**config.mk**
```make
export PLATFORM = sky130hd
export DESIGN_NAME = calc_cmd_sequencer
export DESIGN_NICKNAME = d
export VERILOG_FILES = /design/src/rtl/calc_cmd_sequencer.sv
export SDC_FILE = /design/constraint.sdc
export NUM_CORES = 1
export LEC_CHECK = 0
export ABC_CLOCK_PERIOD_IN_PS = 5400
export CORE_MARGIN = 2
export CORE_UTILIZATION = 30
export DETAILED_ROUTE_END_ITERATION = 7
export GPL_TIMING_DRIVEN = 0
export PLACE_DENSITY = 0.58
export RECOVER_POWER = 25
export SLEW_MARGIN = 20
export SYNTH_ARGS = -nofsm -noshare
export SYNTH_HDL_FRONTEND = slang
export SYNTH_SLANG_ARGS = --single-unit
```
**constraint.sdc**
```tcl
create_clock -name clk -period 5.4 [get_ports clk]
set_input_delay 0.81 -clock clk [delete_from_list [all_inputs] [get_ports clk]]
set_output_delay 0.81 -clock clk [all_outputs]
set_load 0.01 [all_outputs]
```
**src/rtl/calc_cmd_sequencer.sv**
```systemverilog
// calc_cmd_sequencer
//   Wrapper stage in front of the calculator datapath. Commands arrive on a
//   valid/ready interface and queue in a small FIFO. The FIFO head is issued
//   one per cycle to the calculator. The calculator result is captured one
//   cycle later into a 2-entry in-order result buffer, which is presented on a
//   valid/ready result interface.
//
//   Handshake rule (both interfaces): a transfer happens on a rising clk edge
//   where valid && ready are both high. Valid never depends on ready. While
//   valid is high and ready is low, the payload holds steady.
//
// Ports
//   clk, rst                 clock, asynchronous active-high reset
//   i_cmd_valid/o_cmd_ready  command handshake
//   i_cmd_sel/a/b            op (0 SUM, 1 SUB, 2 MUL, 3 DIV) and operands
//   o_calc_sel/a/b           drive to the calculator (FIFO head, 0 when empty)
//   i_calc_r                 registered calculator result
//   o_res_valid/i_res_ready  result handshake
//   o_res_data, o_res_err    result head; err marks DIV with b==0
//   o_busy                   anything queued, in flight or buffered
module calc_cmd_sequencer #(
  parameter int CMD_DEPTH = 4,
  parameter int DATA_W    = 16
) (
  input  logic                  clk,
  input  logic                  rst,
  input  logic                  i_cmd_valid,
  output logic                  o_cmd_ready,
  input  logic [1:0]            i_cmd_sel,
  input  logic [DATA_W-1:0]     i_cmd_a,
  input  logic [DATA_W-1:0]     i_cmd_b,
  output logic [1:0]            o_calc_sel,
  output logic [DATA_W-1:0]     o_calc_a,
  output logic [DATA_W-1:0]     o_calc_b,
  input  logic [2*DATA_W-1:0]   i_calc_r,
  output logic                  o_res_valid,
  input  logic                  i_res_ready,
  output logic [2*DATA_W-1:0]   o_res_data,
  output logic                  o_res_err,
  output logic                  o_busy
);

  localparam int PTR_W = $clog2(CMD_DEPTH);
  localparam int CNT_W = PTR_W + 1;
  localparam int RES_W = 2 * DATA_W;

  // Command FIFO
  logic [1:0]        cmd_sel_mem [CMD_DEPTH];
  logic [DATA_W-1:0] cmd_a_mem   [CMD_DEPTH];
  logic [DATA_W-1:0] cmd_b_mem   [CMD_DEPTH];
  logic [PTR_W-1:0]  cmd_wr_ptr;
  logic [PTR_W-1:0]  cmd_rd_ptr;
  logic [CNT_W-1:0]  cmd_count;
  logic              cmd_empty;
  logic              cmd_full;
  logic              push;

  // Issue / in-flight tracking
  logic              issue;
  logic              inflight;
  logic              tag_divzero;
  logic [1:0]        res_occ;

  // Result buffer
  logic [RES_W-1:0]  res_data_mem [2];
  logic [1:0]        res_err_mem;
  logic              res_wr_ptr;
  logic              res_rd_ptr;
  logic [1:0]        res_count;
  logic              res_pop;
  logic [RES_W-1:0]  capture_data;

  assign cmd_empty   = (cmd_count == '0);
  assign cmd_full    = (cmd_count == CNT_W'(CMD_DEPTH));
  assign o_cmd_ready = !cmd_full;
  assign push        = i_cmd_valid && !cmd_full;

  // Issue looks only at registered occupancy, so the result consumer's ready
  // never reaches the issue decision combinationally. Results already stored
  // plus the one in flight must leave a free buffer slot for the capture.
  assign res_occ = res_count + {1'b0, inflight};
  assign issue   = !cmd_empty && (res_occ < 2'd2);

  assign o_calc_sel = cmd_empty ? 2'd0 : cmd_sel_mem[cmd_rd_ptr];
  assign o_calc_a   = cmd_empty ? '0   : cmd_a_mem[cmd_rd_ptr];
  assign o_calc_b   = cmd_empty ? '0   : cmd_b_mem[cmd_rd_ptr];

  always_ff @(posedge clk) begin
    if (push) begin
      cmd_sel_mem[cmd_wr_ptr] <= i_cmd_sel;
      cmd_a_mem[cmd_wr_ptr]   <= i_cmd_a;
      cmd_b_mem[cmd_wr_ptr]   <= i_cmd_b;
    end
  end

  always_ff @(posedge clk or posedge rst) begin
    if (rst) begin
      cmd_wr_ptr <= '0;
      cmd_rd_ptr <= '0;
      cmd_count  <= '0;
    end else begin
      if (push)  cmd_wr_ptr <= cmd_wr_ptr + PTR_W'(1);
      if (issue) cmd_rd_ptr <= cmd_rd_ptr + PTR_W'(1);
      case ({push, issue})
        2'b10:   cmd_count <= cmd_count + CNT_W'(1);
        2'b01:   cmd_count <= cmd_count - CNT_W'(1);
        default: cmd_count <= cmd_count;
      endcase
    end
  end

  // inflight marks the cycle in which i_calc_r holds the previously issued
  // command's result. A back-to-back issue keeps it set with a fresh tag.
  always_ff @(posedge clk or posedge rst) begin
    if (rst) begin
      inflight    <= 1'b0;
      tag_divzero <= 1'b0;
    end else begin
      inflight <= issue;
      if (issue) tag_divzero <= (o_calc_sel == 2'd3) && (o_calc_b == '0);
    end
  end

  // Divide-by-zero results ignore whatever the calculator produced.
  assign capture_data = tag_divzero ? '0 : i_calc_r;
  assign res_pop      = (res_count != 2'd0) && i_res_ready;

  always_ff @(posedge clk or posedge rst) begin
    if (rst) begin
      res_data_mem[0] <= '0;
      res_data_mem[1] <= '0;
      res_err_mem     <= '0;
      res_wr_ptr      <= 1'b0;
      res_rd_ptr      <= 1'b0;
      res_count       <= 2'd0;
    end else begin
      if (inflight) begin
        res_data_mem[res_wr_ptr] <= capture_data;
        res_err_mem[res_wr_ptr]  <= tag_divzero;
        res_wr_ptr               <= !res_wr_ptr;
      end
      if (res_pop) res_rd_ptr <= !res_rd_ptr;
      case ({inflight, res_pop})
        2'b10:   res_count <= res_count + 2'd1;
        2'b01:   res_count <= res_count - 2'd1;
        default: res_count <= res_count;
      endcase
    end
  end

  assign o_res_valid = (res_count != 2'd0);
  assign o_res_data  = o_res_valid ? res_data_mem[res_rd_ptr] : '0;
  assign o_res_err   = o_res_valid ? res_err_mem[res_rd_ptr]  : 1'b0;
  assign o_busy      = !cmd_empty || inflight || o_res_valid;

endmodule

```
==> impl_metrics.toml <==
[die]
core-area_sq_um = 28860
rows = 62
pin_count = 140
dieWidth_um = 175.8
die_area_sq_um = 30920
start_util = 0.3070
die_y_um = 175.8

[routing]
drt_iter0_markers = 353
via_per_inst = 4.512
via_count = 5329
routed_wl_um = 20260
dr.pass1.iters = 4
ant_nets = 0
wl_per_cell_um = 17.16
drc = 0

[global_route]
track_usage = 0.1308
grt_start_max_net_pins = 44
overflow = 0
grt_pass1_vias = 5409
antenna_found_initial = 5
grt_pass1_wl_um = 31680

[sta]
min_period_ns = 4.132
finalSetupTns_ns = 0
fmax_mhz = 242.0
hold_viol = 0
skew_ns = 0.007496
period_share = 0.7652
rsz0062_at_grt = "no"
slew_violations = 0
slew_headroom = 0.4569
report.final.setup_viol = 0
worst_slew_pin_slew_ns = 0.8147

[status]
status = "finished, final reports clean"

[clocking]
post_cts_resized = 0
cts_root_buffer = "clkbuf_16"
ctsHoldBuffers = 0
clockBufferDepth = 3
h-tree-depth = 1
clk_latency_ns = 0.51
cts_tree = "yes"
clock_sinks = 215
post_cts_buffers = 0
clk_pin_slew_worst_paths_ns = 0.06
numCtsBuffers = 24

[pwr]
powerDensity_nw_per_um2 = 609.8
power.net_switching_mw = 2.333
peakVddDrop_mv = 0.2759
pwr-share-clk = 0.234
p_comb_frac = 0.421
leakage_nw = 4.445
power.total_mw = 7.129
switching_share = 0.3272
power.internal_mw = 4.796
seq_power_share = 0.345

[layout]
area_growth_pct = 31.98
nNetsFinal = 852
drive_above_1_share = 0.1110

[hold_path]
hold_depth = 2
hold_class = "register to register"

[yosys]
netlist_area_sq_um = 8858
synth_nets = 681
yosys_warnings = 0
ys_seq_area_frac = 0.6842
syn_area_per_cell_sq_um = 14.67
synth_seq_cells = 215
synthCells = 604
synth_cell_type_count = 31

[placement]
io_buffers = 139
finalWeightedCongestion = 0.7139
dp_hpwl_um = 13680

[setup_path]
critPathKind = "register to output port"
rr_worst_depth = 6
arrival_ns = 3.32
startpoint_type = "register"
crit_fanout = 10
end_kind = "output port"
worstPathRequired_ns = 4.59

[flow_run]
cap_viol_max_count = 0
-- final cells by class --
cell class / instances / area (sq um)
clock inverter: 16 / 182.7
inverter: 9 / 36.28
clock buffer: 28 / 636.9
multi-input combinational: 344 / 2619
antenna: 4 / 10.01
sequential: 215 / 6061
timing repair buffer: 145 / 1510
buffer: 36 / 155.1
fill: 2695 / 17170
tap: 384 / 480.5
-- power by group through the flow --
stage	logic (mW)	registers [mW]	clock network, mW
2_1_floorplan	1.69	2.44	0
3_3_place_gp	3.00	2.49	0
3_5_place_dp	3.05	2.49	0
4_1_cts	3.07	2.46	1.72
5_1_grt	3.30	2.51	1.79
6_report	3.00	2.46	1.67
-- logic make-up (layout without fill, tap and decap cells) --
kind of cell               Yosys count  after routing  synth area share
AOI/OAI and AO/OA                   68             68           0.04040
xor gates and xnor gates            11             11           0.01088
adders and majority gates            7              7           0.01073
buffers and inverters               45            234           0.02133
DFF                                215            215            0.6842
muxes                               71             71            0.1304
other                                0              4                 0
and+or+nand+nor                    187            187            0.1021
-- cells in the mapped netlist --
cell      count  share of area
a21oi_2       1        0.00099
dfrtp_1      79           0.22
buf_2         1        0.00056
or4b_1        1         0.0011
xnor2_1       5         0.0049
and3_1        4         0.0028
nand2_1      68          0.029
o41ai_2       1         0.0018
a21oi_1       1        0.00056
mux4_2       30          0.076
mux4_1        4          0.012
edfxtp_1    136           0.46
ha_1          6         0.0085
buf_1         3         0.0013
o21ai_0      64          0.036
buf_4         3         0.0025
nor3_1        2         0.0011
mux2_2        3         0.0038
mux2i_1      34          0.038
xor2_1        6         0.0059
and2_1        2         0.0014
buf_6         1         0.0013
nand3_1       3         0.0017
a21o_1        1        0.00085
clkbuf_1     28          0.012
nor2_1       37          0.016
nand2b_1     34          0.024
nor4_1        2         0.0014
inv_1         9         0.0038
fa_1          1         0.0023
nor2b_1      34          0.024
-- worst paths after layout --
path	endpoint	from	slack, ns
max in group asynchronous	res_data_mem[62]$_DFFE_PP0P_	rst	4.06
setup reg to reg	tag_divzero$_DFFE_PP0P_	cmd_rd_ptr[1]$_DFFE_PP0P_	2.92
min in group asynchronous	cmd_count[1]$_DFFE_PP0P_	rst	0.73
hold reg to reg	res_data_mem[29]$_DFFE_PP0P_	res_data_mem[29]$_DFFE_PP0P_	0.48
setup / recovery	o_calc_a[13]	cmd_rd_ptr[1]$_DFFE_PP0P_	1.27
hold / removal	res_data_mem[29]$_DFFE_PP0P_	res_data_mem[29]$_DFFE_PP0P_	0.48
-- cells in the final DEF (no fill, tap or decap), types with 25 or more instances in the layout --
master,n
clkdlybuf4s50_1,107
o21ai_0,64
nor2b_1,34
edfxtp_1,136
clkbuf_1,31
mux2i_1,34
mux4_2,30
nand2b_1,34
dfrtp_1,79
nand2_1,68
dlygate4sd3_1,32
clkbuf_16,25
nor2_1,37
-- critical path: stages (launching register included) --
cell and delay [ns]:
dfrtp_1 0.31, buf_2 0.21, clkbuf_1 0.55, buf_1 0.60, mux4_2 0.33, nor2b_1 0.22, clkdlybuf4s50_1 0.59
-- sequential cells by signal (all words and copies together) (netlist names), 2 cells and up --
signal / flops
cmd_b_mem: 64
res_data_mem: 64
cmd_a_mem: 64
res_err_mem: 2
cmd_wr_ptr: 2
res_count: 2
cmd_count: 3
cmd_rd_ptr: 2
cmd_sel_mem: 8
-- layer usage --
layer	global-route usage	wire (um)	up-vias
met5	0	13	-
met4	0.02927	349	2
met3	0.03420	1527	26
met2	0.1978	8844	171
met1	0.1891	9526	2610
li1	-	-	2520
-- stage by stage --
step / setup WS (ns) / hold WS [ns] / area, sq um / util / cells
finish: 1.268 / 0.4781 / 11690 / 0.4051 / 1181
global route: 1.066 / 0.4944 / 11680 / 0.4049 / 1178
CTS: 1.200 / 0.4829 / 11680 / 0.4048 / 1177
detailed placement: 1.777 / 0.4698 / 10860 / 0.3764 / 1133
global placement: 1.108 / 0.4604 / 10730 / 0.3718 / 1127
floorplan: 2.567 / 0.4492 / 8859 / - / 604
Power figures use the tool's default switching activity.
